--- src/rtl/cpu_pkg.sv ---
// Shared types and constants for the 3-stage MIPS pipeline.
package cpu_pkg;

  localparam int CPU_DATA_W = 32;
  localparam int CPU_RA_W   = 5;

  // ALU operation codes produced by the decode/control unit
  localparam logic [3:0] OP_AND   = 4'b0000;
  localparam logic [3:0] OP_OR    = 4'b0001;
  localparam logic [3:0] OP_ADD   = 4'b0010;
  localparam logic [3:0] OP_SUB   = 4'b0011;
  localparam logic [3:0] OP_SLT   = 4'b0100;
  localparam logic [3:0] OP_SRL   = 4'b0101;
  localparam logic [3:0] OP_MULT  = 4'b0110;
  localparam logic [3:0] OP_MULTU = 4'b0111;

  // Register-file write-back source; code 3 also selects the ALU result
  typedef enum logic [1:0] {
    SEL_ALU     = 2'd0,
    SEL_HI      = 2'd1,
    SEL_LO      = 2'd2,
    SEL_ALU_ALT = 2'd3
  } regsel_e;

  // Sequential multiplier control states
  typedef enum logic [1:0] {
    MULT_IDLE = 2'd0,
    MULT_BUSY = 2'd1,
    MULT_DONE = 2'd2
  } mult_state_e;

endpackage

--- src/rtl/seq_multiplier.sv ---
// Iterative shift-add multiplier: one partial product per cycle, signed
// operands handled as magnitudes with the sign re-applied to the result.
module seq_multiplier
  import cpu_pkg::*;
#(
  parameter int DATA_W = CPU_DATA_W
) (
  input  logic                clk,
  input  logic                rst,
  input  logic                start,
  input  logic                is_signed,
  input  logic [DATA_W-1:0]   a,
  input  logic [DATA_W-1:0]   b,
  output logic                busy,
  output logic                done,
  output logic [2*DATA_W-1:0] product
);

  localparam int CNT_W = $clog2(DATA_W);
  localparam logic [CNT_W-1:0] LAST_STEP = CNT_W'(DATA_W - 1);

  mult_state_e         state_q, state_d;
  logic [CNT_W-1:0]    count_q, count_d;
  logic [2*DATA_W-1:0] acc_q, acc_d;
  logic [2*DATA_W-1:0] mcand_q, mcand_d;
  logic [DATA_W-1:0]   mplier_q, mplier_d;
  logic                neg_q, neg_d;

  logic [DATA_W-1:0]   a_mag, b_mag;
  logic [2*DATA_W-1:0] acc_step;

  // Operand magnitudes, the next accumulator value and the signed result
  always_comb begin
    a_mag    = (is_signed && a[DATA_W-1]) ? -a : a;
    b_mag    = (is_signed && b[DATA_W-1]) ? -b : b;
    acc_step = acc_q + (mplier_q[0] ? mcand_q : '0);
    product  = neg_q ? -acc_step : acc_step;
  end

  // Next-state logic; busy is gated by reset so the stall drops at once
  always_comb begin
    state_d  = state_q;
    count_d  = count_q;
    acc_d    = acc_q;
    mcand_d  = mcand_q;
    mplier_d = mplier_q;
    neg_d    = neg_q;
    busy     = 1'b0;
    done     = 1'b0;
    case (state_q)
      MULT_IDLE: begin
        if (start) begin
          busy     = 1'b1;
          mcand_d  = {{DATA_W{1'b0}}, a_mag};
          mplier_d = b_mag;
          neg_d    = is_signed & (a[DATA_W-1] ^ b[DATA_W-1]);
          acc_d    = '0;
          count_d  = '0;
          state_d  = MULT_BUSY;
        end
      end
      MULT_BUSY: begin
        busy     = 1'b1;
        acc_d    = acc_step;
        mcand_d  = mcand_q << 1;
        mplier_d = mplier_q >> 1;
        count_d  = count_q + 1'b1;
        if (count_q == LAST_STEP) begin
          done    = 1'b1;
          state_d = MULT_DONE;
        end
      end
      MULT_DONE: state_d = MULT_IDLE;
      default:   state_d = MULT_IDLE;
    endcase
    if (rst) begin
      busy = 1'b0;
      done = 1'b0;
    end
  end

  // State and datapath registers
  always_ff @(posedge clk or posedge rst) begin
    if (rst) begin
      state_q  <= MULT_IDLE;
      count_q  <= '0;
      acc_q    <= '0;
      mcand_q  <= '0;
      mplier_q <= '0;
      neg_q    <= 1'b0;
    end else begin
      state_q  <= state_d;
      count_q  <= count_d;
      acc_q    <= acc_d;
      mcand_q  <= mcand_d;
      mplier_q <= mplier_d;
      neg_q    <= neg_d;
    end
  end

endmodule

--- src/rtl/ex_wb_stage.sv ---
// EX-to-WB stage: write-back register, HI/LO with sequential multiply,
// EX/fetch stall while multiplying, and the GPIO output register.
module ex_wb_stage
  import cpu_pkg::*;
#(
  parameter int DATA_W = CPU_DATA_W,
  parameter int RA_W   = CPU_RA_W
) (
  input  logic              clk,
  input  logic              rst,
  input  logic [3:0]        op_EX,
  input  logic              enhilo_EX,
  input  logic [1:0]        regsel_EX,
  input  logic              regwrite_EX,
  input  logic              rdrt_EX,
  input  logic [RA_W-1:0]   rd_EX,
  input  logic [RA_W-1:0]   rt_EX,
  input  logic [DATA_W-1:0] rs_data_EX,
  input  logic [DATA_W-1:0] rt_data_EX,
  input  logic [DATA_W-1:0] alu_result_EX,
  input  logic              gpio_out_en_EX,
  output logic              stall_EX,
  output logic              regwrite_WB,
  output logic [RA_W-1:0]   regdest_WB,
  output logic [DATA_W-1:0] writedata_WB,
  output logic [DATA_W-1:0] hi_q,
  output logic [DATA_W-1:0] lo_q,
  output logic [DATA_W-1:0] gpio_out
);

  logic                mult_busy, mult_done;
  logic [2*DATA_W-1:0] mult_product;

  logic [DATA_W-1:0]   hi_d, lo_d, gpio_d;
  logic                regwrite_wb_d;
  logic [RA_W-1:0]     regdest_wb_d;
  logic [DATA_W-1:0]   writedata_wb_d;
  logic [RA_W-1:0]     dest_ex;
  logic [DATA_W-1:0]   wb_src;

  seq_multiplier #(.DATA_W(DATA_W)) u_mult (
    .clk       (clk),
    .rst       (rst),
    .start     (enhilo_EX),
    .is_signed (op_EX == OP_MULT),
    .a         (rs_data_EX),
    .b         (rt_data_EX),
    .busy      (mult_busy),
    .done      (mult_done),
    .product   (mult_product)
  );

  assign stall_EX = mult_busy;

  // Next values for HI/LO, the WB register (bubble on stall) and GPIO
  always_comb begin
    dest_ex = rdrt_EX ? rt_EX : rd_EX;
    case (regsel_EX)
      SEL_HI:  wb_src = hi_q;
      SEL_LO:  wb_src = lo_q;
      default: wb_src = alu_result_EX;
    endcase

    hi_d = hi_q;
    lo_d = lo_q;
    if (mult_done) begin
      {hi_d, lo_d} = mult_product;
    end

    regwrite_wb_d  = 1'b0;
    regdest_wb_d   = regdest_WB;
    writedata_wb_d = writedata_WB;
    if (!stall_EX) begin
      regdest_wb_d   = dest_ex;
      writedata_wb_d = wb_src;
      regwrite_wb_d  = regwrite_EX & ~enhilo_EX & (dest_ex != '0);
    end

    gpio_d = gpio_out;
    if (gpio_out_en_EX && !stall_EX) begin
      gpio_d = rt_data_EX;
    end
  end

  // Stage registers
  always_ff @(posedge clk or posedge rst) begin
    if (rst) begin
      hi_q         <= '0;
      lo_q         <= '0;
      regwrite_WB  <= 1'b0;
      regdest_WB   <= '0;
      writedata_WB <= '0;
      gpio_out     <= '0;
    end else begin
      hi_q         <= hi_d;
      lo_q         <= lo_d;
      regwrite_WB  <= regwrite_wb_d;
      regdest_WB   <= regdest_wb_d;
      writedata_WB <= writedata_wb_d;
      gpio_out     <= gpio_d;
    end
  end

endmodule

--- config.mk ---
export PLATFORM = sky130hd
export DESIGN_NAME = ex_wb_stage
export DESIGN_NICKNAME = d
export VERILOG_FILES = /design/src/rtl/cpu_pkg.sv /design/src/rtl/seq_multiplier.sv /design/src/rtl/ex_wb_stage.sv
export SDC_FILE = /design/constraint.sdc
export NUM_CORES = 1
export LEC_CHECK = 0
export CAP_MARGIN = 20
export CORE_ASPECT_RATIO = 1.2
export CORE_UTILIZATION = 35
export DETAILED_ROUTE_END_ITERATION = 12
export HOLD_SLACK_MARGIN = 0.12
export PLACE_DENSITY_LB_ADDON = 0.15
export SKIP_CTS_REPAIR_TIMING = 1
export SYNTH_ARGS = -nofsm -noshare
export SYNTH_HDL_FRONTEND = slang
export SYNTH_HIERARCHICAL = 1
export SYNTH_SLANG_ARGS = --single-unit
--- constraint.sdc ---
create_clock -name clk -period 7.05 [get_ports clk]
set_input_delay 1.41 -clock clk [delete_from_list [all_inputs] [get_ports clk]]
set_output_delay 1.41 -clock clk [all_outputs]
set_load 0.01 [all_outputs]
==> results of run 1 <==
==> state kept, by name, indices dropped and copies added (netlist names) <==
| name | flops |
|---|---|
| u_mult/mplier_q | 32 |
| u_mult/state_q | 2 |
| writedata_WB | 32 |
| u_mult/mcand_q | 64 |
| u_mult/count_q | 5 |
| lo_q | 32 |
| u_mult/neg_q | 1 |
| regwrite_WB | 1 |
| u_mult/acc_q | 64 |
| regdest_WB | 5 |
| gpio_out | 32 |
| hi_q | 32 |
==> synth_stat cells (18+ instances only) <==
cell type | instances | area [sq um]
a21o_1 | 18 | 135.1
a21oi_1 | 125 | 625.6
a221oi_2 | 34 | 510.5
a22o_1 | 82 | 718.2
a22oi_1 | 59 | 442.9
and2_1 | 81 | 506.7
buf_2 | 31 | 155.2
clkbuf_1 | 86 | 322.8
dfrtp_1 | 302 | 7557
ha_1 | 70 | 875.8
inv_1 | 22 | 82.58
mux2_1 | 66 | 743.2
mux2_4 | 30 | 450.4
nand2_1 | 223 | 837.1
nand3_1 | 26 | 130.1
nand4_1 | 42 | 262.8
nor2_1 | 112 | 420.4
nor2b_1 | 47 | 294.0
nor3_1 | 31 | 155.2
nor4_1 | 19 | 118.9
o21ai_0 | 174 | 870.8
o21ai_1 | 31 | 155.2
o31ai_1 | 23 | 172.7
o31ai_2 | 34 | 425.4
or3_1 | 21 | 131.4
xnor2_1 | 102 | 893.4
xor2_1 | 52 | 455.4
==> critical path, cell delays in order (launching register included) <==
cell       delay (ns)
dfrtp_1          0.83
and2_1           0.23
ha_1             0.18
inv_1            0.06
fa_1             0.39
nand2b_1         0.22
a211oi_4         0.50
o211ai_1         0.31
a2111oi_0        1.06
a211oi_1         0.13
a211oi_1         0.65
or2_2            0.27
nor4_2           0.07
nand4_1          0.15
o21ai_0          0.12
xnor2_1          0.21
mux2_1           0.32
==> stage by stage <==
stage / setup slack [ns] / instance area (sq um) / hold WS, ns
after floorplan: 0.8500 / 20830 / 0.4494
after CTS: 1.184 / 25050 / 0.4878
final: 1.193 / 25080 / 0.4825
after global placement: 1.360 / 23890 / 0.4624
after detailed placement: 1.222 / 23890 / 0.4727
after global routing: 0.7056 / 25080 / 0.5075
==> final cells by class <==
type                            instances  area, sq um
Fill cell                            5777        33540
Tap cell                              792        991.0
Antenna cell                            1        2.502
Sequential cell                       302         7559
Multi-Input combinational cell       1756        12560
Inverter                               22        92.59
Timing Repair Buffer                  276         2713
Clock inverter                         11        101.3
Clock buffer                           52         1062
==> logic make-up (layout without fill, tap and decap cells) <==
| logic type | after synthesis | after routing | synth area share |
|---|---|---|---|
| compound gates | 723 | 723 | 0.2563 |
| xor+xnor | 154 | 154 | 0.06476 |
| fa+ha+maj | 71 | 71 | 0.04301 |
| buf+inv | 161 | 361 | 0.03592 |
| flops | 302 | 302 | 0.3628 |
| mux | 108 | 108 | 0.06319 |
| other cells | 0 | 1 | 0 |
| simple gates | 700 | 700 | 0.1740 |
==> placed cells by master, fill, tap and decap left out, drive strengths merged, types with 6 or more instances in the layout <==
cell type and instances:
nor2 112, clkbuf 52, or4 16, a21o 18
nand4 43, o41ai 10, a221oi 37, a2111oi 8
and3 15, nor3b 9, o21bai 7, or3 23
nor4 22, inv 25, xnor2 102, mux2i 10
o21ai 205, o211ai 17, o31ai 57, a31oi 10
or2 11, nand3 26, and4 8, xor2 52
o21a 14, o311ai 6, a22o 82, dfrtp 302
nor2b 47, buf 24, a21oi 131, nor3 31
mux2 98, ha 70, nand2 223, a22oi 60
clkdlybuf4s50 252, nand2b 15, a211oi 18, and2 82
==> worst max-delay path by stage <==
stage,start,endpoint,slack [ns],cells after the start
2_1_floorplan,rst,hi_q[0],0.85,5
3_3_place_gp,u_mult/mplier_q[0],hi_q[29],1.36,16
3_5_place_dp,u_mult/mplier_q[0],hi_q[27],1.22,16
4_1_cts,u_mult/mplier_q[0],hi_q[27],1.18,16
5_1_grt,u_mult/mplier_q[0],hi_q[27],0.71,16
6_report,u_mult/mplier_q[0],hi_q[28],1.19,16
==> routing by layer <==
metal / routed length, um / share of wire
met3: 3953 / 0.055
met4: 2518 / 0.035
met2: 33540 / 0.47
met1: 31390 / 0.44
met5: 0 / 0
==> power breakdown <==
part	internal, mW	switching [mW]
clock network	1.09	0.786
logic	1.67	2.41
registers	2.26	0.448
total	5.02	3.65
==> results by group, run 1 <==
Outcome
  • Status: finished, final reports clean

Logic synthesis
  • Synthesized area: 20830 sq um
  • Syn Inst Count: 2219
  • Library cells used by synthesis: 94
  • Sequential-to-total area share from yosys stat: 0.3628
  • Post-synth EDFFs: 0
  • Syn Area/Cell: 9.387 sq um
  • Post-synthesis async set-or-reset flop share: 1.000
  • YS warnings: 6
  • Net count after synthesis: 2408
  • Ys flop type: dfrtp_1
  • Yosys reg bits: 302

Setup path
  • Endpoint class of the critical path: flip-flop
  • Reg-to-Reg Start: u_mult/mplier_q[0]
  • CP max FO: 31
  • CP startpoint kind: flip-flop
  • Setup CP Type: flip-flop to flip-flop
  • R2R cell count: 16
  • Reg2reg end: hi_q[28]
  • Setup slack, reg-to-reg: 1.19 ns
  • Critical path arrival: 6.28 ns
  • Crit path required time: 7.47 ns

Layout
  • Finished Core Util: 0.4278
  • Share of layout cells above drive strength 1: 0.09632
  • Syn-to-layout area delta: 20.40%
  • Final #Nets: 2583
  • Non-Filler Instances: 3212

STA
  • Fin. Hold Viols: 0
  • Setup Viol. Count Final: 0
  • Min cycle time layout: 5.857 ns
  • Slew Limit Fails: 0
  • Fmax: between 150 and 200 MHz
  • Slew HR: 0.2008
  • RSZ-0062 raised after global routing: false
  • Measured slew at the worst slew-check pin: approximately 1.2 ns
  • Crit share post-route: 0.8308
  • Clock Skews: 0.01656 ns
  • Post-Route Setup TNS: 0 ns

Die
  • Die height: 269.2 um
  • Num ports: 253
  • Initial Utilization: 0.3553
  • Die area: 60490 sq um
  • Die Width: approximately 220 um
  • Std cell rows: 97
  • Area of the core: 58620 sq um

Global routing
  • Vias in the first global route: 18578
  • Met3 global-route usage: 0.04184
  • Global Route met1 Usage: 0.3057
  • M2 GR Usage: 0.3903
  • Gr busiest metal: met2
  • Largest net degree at the start of global routing: 96
  • GRT overflow: 0
  • First-pass GRT wire length: 111.1 mm
  • Aggregate global-route resource usage: 0.2357
  • Initial antenna violation count: 1

Hold path
  • Hold Path Depth: 2
  • Hold endpoint: u_mult/acc_q[55]
  • Min-delay src: u_mult/acc_q[55]
  • Min-Delay Path Class: flip-flop to flip-flop

Placed design
  • Buffers on Ports: between 200 and 300
  • DP Wirelength: 55.40 mm
  • Cells after DPL: between 3000 and 4000
  • Final GP Congestion: between 0.9 and 1

Routing
  • DR pass1 iterations: 7
  • DR DRC count: 0
  • Remaining antenna violation count after routing: 0
  • Vias/cell: ~5.7
  • Total Wirelength: 71.40 mm
  • 1st-iter DRT viols: 1235
  • WL/cell: 22.23 um
  • Vias: between 15000 and 20000

Pwr
  • Leak: 10.07 nW
  • Peak VDD IR: between 0.15 and 0.2 mV
  • Pwr dens: 345.6 nW/um^2
  • Total Power: 8.667 mW

CTS
  • Htree depth: 2
  • Worst-path clk slew: roughly 0.060 ns
  • TritonCTS Buffers: 36
  • Clk buf depth: 3
  • CTS root buffer: clkbuf_16
  • Number of clock sinks: 302
  • CTS tree: done
  • Clock Latency Late Sink: 0.56 ns

Flow run
  • Max-Cap Viols: 0
No activity file was read; power rests on OpenSTA's default activity.
==> inputs of run 2 (changes only) <==
- clock period: 7.05 -> 5.3 ns (I/O delays scaled with it)
==> run 2 against run 1 <==
Total power increased by 43%. Via count rose by 2.9%. Combinational power increased by 53%. Hold slack got worse by 0.0028 ns. Highest routed layer unchanged. Core utilization rose by 2.1 points. Critical path type unchanged.
==> results by group, run 2 (synthesis results as in run 1) <==
Global routing
  • Initial antenna violation count: 0 (-1)
  • Largest net degree at the start of global routing: 169 (+76%)
  • Aggregate global-route resource usage: 0.2471 (+0.01133)
  • First-pass GRT wire length: 116.4 mm (+4.7%)
  • Vias in the first global route: 18848 (+1.5%)
  • GRT overflow: 0 (unchanged)

Setup path
  • Setup slack, reg-to-reg: 0.19 ns (-1.00 ns)
  • Worst path bufs/invs: 3 (+2)
  • CP cell instances: buf_12, and2_1, ha_1, a21oi_1, o21ai_1, a21oi_1, buf_4, o31ai_2, or4_1, a32oi_1, or4b_4, buf_4, or3_1, o41ai_2, xnor2_1, mux2_1
  • CP delay by family, top: simple AND/OR/NAND/NOR gates
  • CP max stage cell: or4b_4
  • Crit path required time: 5.73 ns (-1.74 ns)
  • Reg2reg end: hi_q[10]
  • Levels on crit path: 16 (unchanged)
  • CP max FO: 28 (-9.7%)
  • Reg-to-Reg Start: u_mult/mplier_q[0]
  • Slowest Stage Delay on Critical Path: 0.55 ns (-0.51 ns)
  • CP startpoint kind: flip-flop
  • CP Launch Point: u_mult/mplier_q[0]
  • R2R cell count: 16 (unchanged)
  • Critical path arrival: 5.54 ns (-0.74 ns)
  • Endpoint class of the critical path: flip-flop
  • Setup CP Type: flip-flop to flip-flop

CTS
  • Clock Latency Late Sink: 0.56 ns (about the same)
  • CTS root buffer: clkbuf_16
  • Clk buf depth: 3 (unchanged)
  • Number of clock sinks: 302 (unchanged)
  • TritonCTS Buffers: 37 (+2.8%)
  • CTS tree: done
  • Worst-path clk slew: 0.06 ns (about the same)
  • Htree depth: 2 (unchanged)

STA
  • Crit share post-route: 0.9640 (+0.1332)
  • Min cycle time layout: 5.109 ns (-0.7479 ns)
  • Fin. Hold Viols: 0 (unchanged)
  • Slew HR: 0.2672 (+0.06648)
  • RSZ-0062 raised after global routing: false
  • Setup Viol. Count Final: 0 (unchanged)
  • Slew Limit Fails: 0 (unchanged)
  • Hold_ws: 0.4797 ns (-0.002835 ns)
  • Measured slew at the worst slew-check pin: 1.099 ns (-0.06950 ns)
  • Fmax: 195.7 MHz (+15%)
  • Post-Route Setup TNS: 0 ns (unchanged)
  • Clock Skews: 0.01508 ns (-0.001477 ns)

Pwr
  • Leak: 10.85 nW (+7.8%)
  • Total Power: 12.37 mW (+43%)
  • Peak VDD IR: 0.2165 mV (+30%)
  • Pwr dens: 469.8 nW/um^2 (+36%)

Die
  • Die height: 269.2 um (unchanged)
  • Initial Utilization: 0.3553 (unchanged)
  • Die area: 60490 sq um (unchanged)
  • Num ports: 253 (unchanged)
  • Area of the core: 58620 sq um (unchanged)
  • Die Width: 224.7 um (unchanged)
  • Std cell rows: 97 (unchanged)

Placed design
  • DP Wirelength: 58.91 mm (+6.3%)
  • Final GP Congestion: 0.9682 (-1.0%)
  • Dpl cell area: 24900 sq um (+4.2%)
  • Buffers on Ports: 252 (unchanged)

Layout
  • Largest registers: u_mult/acc_q (64), u_mult/mcand_q (64)
  • Share of layout cells above drive strength 1: 0.1513 (+0.05503)
  • Fill cell count: 5798 (+0.36%)
  • Final instance area: 26340 sq um (+5.0%)
  • Syn-to-layout area delta: 26.44%
  • Commonest non-fill, non-tap cell in the layout: dfrtp_1
  • Commonest non-fill, non-tap cells in the layout: dfrtp_1 (301), clkdlybuf4s50_1 (252), nand2_1 (223), o21ai_0 (171), buf_4 (156)
  • Final #Nets: 2724 (+5.5%)
  • Inserted Diodes: 0 (-1)
  • Finished Core Util: 0.4493 (+0.02145)

Hold path
  • Min-delay src: u_mult/mplier_q[8]
  • Hold Path Depth: 2 (unchanged)
  • Min-Delay Path Class: flip-flop to flip-flop
  • Hold endpoint: u_mult/mplier_q[8]

Routing
  • Total Wirelength: 75.29 mm (+5.4%)
  • WL/cell: 22.48 um (+1.1%)
  • Vias: 18704 (+2.9%)
  • Remaining antenna violation count after routing: 0 (unchanged)
  • DR pass1 iterations: 6 (-1)
  • 1st-iter DRT viols: 1140 (-7.7%)
  • Vias/cell: 5.585 (-1.3%)
  • DR DRC count: 0 (unchanged)

Outcome
  • Status: finished, final reports clean

Flow run
  • Max-Cap Viols: 0 (unchanged)
==> run 2: power breakdown <==
part / switching, mW / internal [mW]
sequential: 0.564 / 3.01
combinational: 3.50 / 2.73
clock: 1.02 / 1.55
==> run 2: final cells by class <==
class | instances | area, sq um | share of cell area
Clock buffer | 52 | 1105 | 0.04195
Clock inverter | 9 | 111.4 | 0.004228
Inverter | 22 | 91.34 | 0.003468
Multi-Input combinational cell | 1756 | 12650 | 0.4805
Sequential cell | 302 | 7559 | 0.2870
Tap cell | 792 | 991.0 | 0.03763
Timing Repair Buffer | 416 | 3825 | 0.1452
==> run 2: metal layers <==
layer / global-route usage / up-vias / share of wire
li1: - / 8902 / -
met1: 0.3317 / 9196 / 0.45
met2: 0.4188 / 518 / 0.48
met3: 0.03160 / 88 / 0.049
met4: 0.05908 / 0 / 0.022
met5: 0 / - / 0
==> run 2: how the worst max path moves through the flow <==
stage / end / slack (ns)
after global routing: hi_q[10] / 0.02
after floorplan: hi_q[0] / 0.45
after CTS: hi_q[31] / 0.1
final: hi_q[10] / 0.19
after detailed placement: hi_q[29] / 0.14
after global placement: hi_q[29] / 0.13
==> run 2: per-stage QoR <==
step	instances	setup WS [ns]
after global routing	3349	0.02105
after global placement	3278	0.1338
after detailed placement	3278	0.1358
final	3349	0.1910
after CTS	3339	0.09713
after floorplan	2219	0.4481
==> run 2: tightest hold or removal path, cell delays in order, from the launching register on <==
cell and delay, ns:
dfrtp_1 0.34, nand2_1 0.05, o21ai_0 0.06
==> inputs of run 3 (changes only) <==
- clock period: 5.3 -> 6.1 ns (I/O delays scaled with it)
==> run 3 against run 2 <==
Non-clock buffer count down 117. Highest routed layer unchanged. Largest power group unchanged. Critical path depth unchanged. Flip-flop and latch count unchanged. Sequential power down 13%. Sequential share of layout area up 1.1 points. Critical path type unchanged. Register-to-register slack better by 0.43 ns. Global-route usage down 0.68 points. Clock skew up 0.0071 ns.
==> results by group, run 3 (synthesis results as in run 1) <==
Outcome
  • Status: finished, final reports clean

Pwr
  • Part of the power in registers: 0.303 (+0.014)
  • Gate power share: 0.477 (-0.027)
  • Leak: 10.22 nW (-5.8%)
  • Total Power: 10.27 mW (-17%)
  • NetSw: 4.295 mW (-16%)
  • Pwr dens: 405.2 nW/um^2 (-14%)
  • Sw Share: 0.4183 (+0.006758)
  • Clk pwr share: 0.220 (+0.012)
  • Pint: 5.972 mW (-18%)
  • Peak VDD IR: 0.2137 mV (-1.3%)

Layout
  • Multi-input logic area: 12560 sq um (-0.76%)
  • Largest registers: u_mult/acc_q (64), u_mult/mcand_q (64)
  • Non-Filler Instances: 3237 (-3.3%)
  • Inserted Diodes: 0 (unchanged)
  • Fill cell count: 5798 (unchanged)
  • Register area: 7559 sq um (unchanged)
  • Commonest non-fill, non-tap cells in the layout: dfrtp_1 (301), clkdlybuf4s50_1 (252), nand2_1 (223), o21ai_0 (174), a21oi_1 (125)
  • Finished Core Util: 0.4322 (-0.01701)
  • Commonest non-fill, non-tap cell in the layout: dfrtp_1
  • Syn-to-layout area delta: 21.65%
  • Share of layout cells above drive strength 1: 0.1055 (-0.04583)
  • Final #Nets: 2607 (-4.3%)

Hold path
  • Min-Delay Path Class: flip-flop to flip-flop
  • Min-delay src: u_mult/mplier_q[8]
  • Hold Path Depth: 2 (unchanged)
  • Hold endpoint: u_mult/mplier_q[8]

CTS
  • Worst-path clk slew: 0.06 ns (about the same)
  • Number of clock sinks: 302 (unchanged)
  • CTS tree: done
  • Clock Latency Late Sink: 0.56 ns (about the same)
  • CTS root buffer: clkbuf_16
  • Htree depth: 2 (unchanged)
  • Clk buf depth: 3 (unchanged)
  • TritonCTS Buffers: 37 (unchanged)

Setup path
  • CP max FO: 39 (+39%)
  • CP max stage cell: ha_1
  • R2R cell count: 16 (unchanged)
  • Setup slack, reg-to-reg: 0.62 ns (+0.43 ns)
  • Worst path bufs/invs: 2 (-1)
  • Setup CP Type: flip-flop to flip-flop
  • CP cell instances: buf_4, and2_1, ha_1, nand4_1, nor3_1, o211ai_1, a2111oi_0, buf_4, nor3_1, xnor2_1, or3_1, nor4_2, nand3_1, o41ai_1, xor2_1, mux2_1
  • Critical path arrival: 5.92 ns (+0.38 ns)
  • Reg2reg end: hi_q[22]
  • Endpoint class of the critical path: flip-flop
  • Crit path required time: 6.54 ns (+0.81 ns)
  • CP delay by family, top: simple AND/OR/NAND/NOR gates
  • Slowest Stage Delay on Critical Path: 0.49 ns (-0.06 ns)
  • Reg-to-Reg Start: u_mult/mplier_q[0]
  • CP startpoint kind: flip-flop

STA
  • Crit share post-route: 0.8977 (-0.06631)
  • Fin. Hold Viols: 0 (unchanged)
  • Hold_ws: 0.4812 ns (+0.001526 ns)
  • Clock Skews: 0.02215 ns (+0.007066 ns)
  • Slew Limit Fails: 0 (unchanged)
  • Post-Route Setup TNS: 0 ns (unchanged)
  • Measured slew at the worst slew-check pin: 1.142 ns (+0.04252 ns)
  • RSZ-0062 raised after global routing: false
  • Fmax: 182.6 MHz (-6.7%)
  • Setup Viol. Count Final: 0 (unchanged)
  • Slew HR: 0.2343 (-0.03294)
  • Min cycle time layout: 5.476 ns (+0.3667 ns)

Placed design
  • Final GP Congestion: 0.9640 (-0.43%)
  • Buffers on Ports: 252 (unchanged)
  • Cells after DPL: 3169 (-3.3%)
  • DP Wirelength: 57.53 mm (-2.3%)

Flow run
  • Max-Cap Viols: 0 (unchanged)

Die
  • Die height: 269.2 um (unchanged)
  • Std cell rows: 97 (unchanged)
  • Die Width: 224.7 um (unchanged)
  • Die area: 60490 sq um (unchanged)
  • Initial Utilization: 0.3553 (unchanged)
  • Area of the core: 58620 sq um (unchanged)
  • Num ports: 253 (unchanged)

Routing
  • Total Wirelength: 73.49 mm (-2.4%)
  • Remaining antenna violation count after routing: 0 (unchanged)
  • DR pass1 iterations: 5 (-1)
  • 1st-iter DRT viols: 1349 (+18%)
  • DR DRC count: 0 (unchanged)
  • WL/cell: 22.70 um (+1.0%)
  • Vias/cell: 5.682 (+1.7%)
  • Vias: 18394 (-1.7%)

Global routing
  • Largest net degree at the start of global routing: 96 (-43%)
  • Aggregate global-route resource usage: 0.2402 (-0.006826)
  • First-pass GRT wire length: 112.5 mm (-3.3%)
  • GRT overflow: 0 (unchanged)
  • Initial antenna violation count: 0 (unchanged)
  • Vias in the first global route: 18553 (-1.6%)
[run 3: metrics by stage]
step                cell area (sq um)  setup WS (ns)
floorplan                       20830        0.08996
CTS                             25290         0.5821
finish                          25340         0.6243
global placement                24060         0.5363
global route                    25340         0.1786
detailed placement              24060         0.5714
[run 3: worst min-delay path, cell delays in order, from the launching register on]
cell,delay (ns)
dfrtp_1,0.34
nand2_1,0.05
o21ai_0,0.06
[run 3: worst max path at each step]
stage          slack [ns]  depth (start not counted)  endpoint               start
2_1_floorplan        0.09                          5   hi_q[0]                 rst
3_3_place_gp         0.54                         16  hi_q[22]  u_mult/mplier_q[0]
3_5_place_dp         0.57                         16  hi_q[22]  u_mult/mplier_q[0]
4_1_cts              0.58                         16  hi_q[22]  u_mult/mplier_q[0]
5_1_grt              0.18                         15  hi_q[27]  u_mult/mplier_q[0]
6_report             0.62                         16  hi_q[22]  u_mult/mplier_q[0]
[run 3: metal layers]
layer | vias to the layer above | global-route usage | part of all wire
met2 | 528 | 0.4083 | 0.48
met1 | 9108 | 0.3144 | 0.44
met4 | 0 | 0.06409 | 0.025
li1 | 8668 | - | -
met5 | - | 0 | 0
met3 | 90 | 0.03825 | 0.051
[run 3: area by class of cell]
class                   count  area share
clock buffers              51     0.04187
well taps                 792     0.03911
repair buffers            299      0.1148
clock inverters            15    0.006716
multi-input cells        1756      0.4956
inverters                  22    0.003654
flip-flops and latches    302      0.2983
[run 3: power groups by stage]
stage | sequential [mW] | clock (mW) | combinational, mW
after floorplan | 3.03 | 0 | 3.13
after global placement | 3.13 | 0 | 4.84
after detailed placement | 3.13 | 0 | 4.87
after CTS | 3.11 | 2.33 | 4.88
after global routing | 3.19 | 2.41 | 5.31
final | 3.11 | 2.26 | 4.90
==> variant, RTL diff (config.mk and constraints of run 2) <==
`hi_q` no longer has a reset.
--- a/src/rtl/ex_wb_stage.sv
+++ b/src/rtl/ex_wb_stage.sv
@@ -85,14 +85,12 @@
   // Stage registers
   always_ff @(posedge clk or posedge rst) begin
     if (rst) begin
-      hi_q         <= '0;
       lo_q         <= '0;
       regwrite_WB  <= 1'b0;
       regdest_WB   <= '0;
       writedata_WB <= '0;
       gpio_out     <= '0;
     end else begin
-      hi_q         <= hi_d;
       lo_q         <= lo_d;
       regwrite_WB  <= regwrite_wb_d;
       regdest_WB   <= regdest_wb_d;
@@ -101,5 +99,9 @@
     end
   end
 
+  always_ff @(posedge clk) begin
+    hi_q <= hi_d;
+  end
+
 endmodule
 
Formal check against the unedited RTL: same outputs for any inputs over 4 cycles, from zero or initial values and one cycle with rst high; that may be too few to reach the edited logic, so the function may still have changed.
==> variant against run 2 <==
  * Via count fell by 2.4%
  * Power fell by 4.1%
  * Worst setup slack improved by 0.12 ns
  * Area after synthesis down 1.1%
  * Design area is 3.4% lower
  * Non-clock buffer count decreased by 71
  * Sequential cell count unchanged
  * First-iteration DRC count increased by 15%
  * Critical path type unchanged
  * Core utilization decreased by 1.3 points
  * Routed wire length shrank 5.2%
==> variant: results (changes against run 2) <==
[metrics] status: finished clean
[metrics] depth of the worst register-to-register path: 14 (-2)
[metrics] Worst Hold Endpoint: u_mult/mplier_q[3]
[metrics] dpl cells: 3132 (-4.5%)
[metrics] Max IR drop VDD: 0.223 mV (+2.8%)
[metrics] reg-to-reg setup timing slack: 0.31 ns (+0.12 ns)
[metrics] final HPWL from detailed placement: 55700 um (-5.5%)
[metrics] routing usage on met2: 0.397 (-0.0221)
[metrics] number of distinct library cell variants in the gate-level netlist after synthesis: 95 (+1.1%)
[metrics] share of total power consumed by net switching: 0.416 (+0.00461)
[metrics] total wirelength of the detailed-routed design: 71300 um (-5.2%)
[metrics] met3 capacity usage during global routing: 0.0393 (+0.00765)
[metrics] global-route usage over all layers: 0.236 (-0.0114)
[metrics] Final min period: 4.99 ns (-0.116 ns)
[metrics] proportion of synthesized chip area in sequential cells: 0.375 (+0.0117)
[metrics] power after layout: 11900 uW (-4.1%)
[metrics] number of DRC markers after the initial detailed-route iteration: 1314 (+15%)
[metrics] ratio of cells with drive above 1 in the final layout: 0.124 (-0.0270)
[metrics] Max-slew headroom: 0.277 (+0.00996)
[metrics] met1 track demand over resource in global routing: 0.310 (-0.0214)
[metrics] routed wire length on met3: 3710 um (+0.95%)
[metrics] combinational cell fraction of total power: 0.483 (-0.021)
[metrics] part of the power in registers: 0.304 (+0.015)
[metrics] number of synthesized flops with an enable pin: 32 (+32)
[metrics] sum of met2 wire segment lengths after detailed routing: 33400 um (-7.4%)
[metrics] Hold Startpoint: u_mult/mplier_q[3]
[metrics] Vias/cell: 5.70 (+2.0%)
-- variant: cell types whose count changed after synthesis, sizes merged --
cell	run 2	this run
buf	53	49
clkbuf	86	87
mux2	98	66
dfrtp	302	270
edfxtp	0	32
-- variant: area by class of cell --
cell class / count / area [um^2] / area share
Tap cell: 742 / 928 / 0.0365
Clock buffer: 50 / 1030 / 0.0407
Multi-Input combinational cell: 1724 / 12200 / 0.480
Sequential cell: 302 / 7720 / 0.304
Clock inverter: 17 / 173 / 0.00679
Timing Repair Buffer: 345 / 3270 / 0.129
Inverter: 22 / 88.8 / 0.00349
Antenna cell: 1 / 2.50 / 0.0000984
-- variant: kinds of logic after synthesis --
logic type | count (synthesis) | share of synthesized area
adders and majority gates | 71 | 0.0435
and+or+nand+nor | 700 | 0.176
AOI/OAI and AO/OA | 723 | 0.259
muxes | 76 | 0.0464
xor gates and xnor gates | 154 | 0.0655
DFF | 302 | 0.375
buffers and inverters | 158 | 0.0352
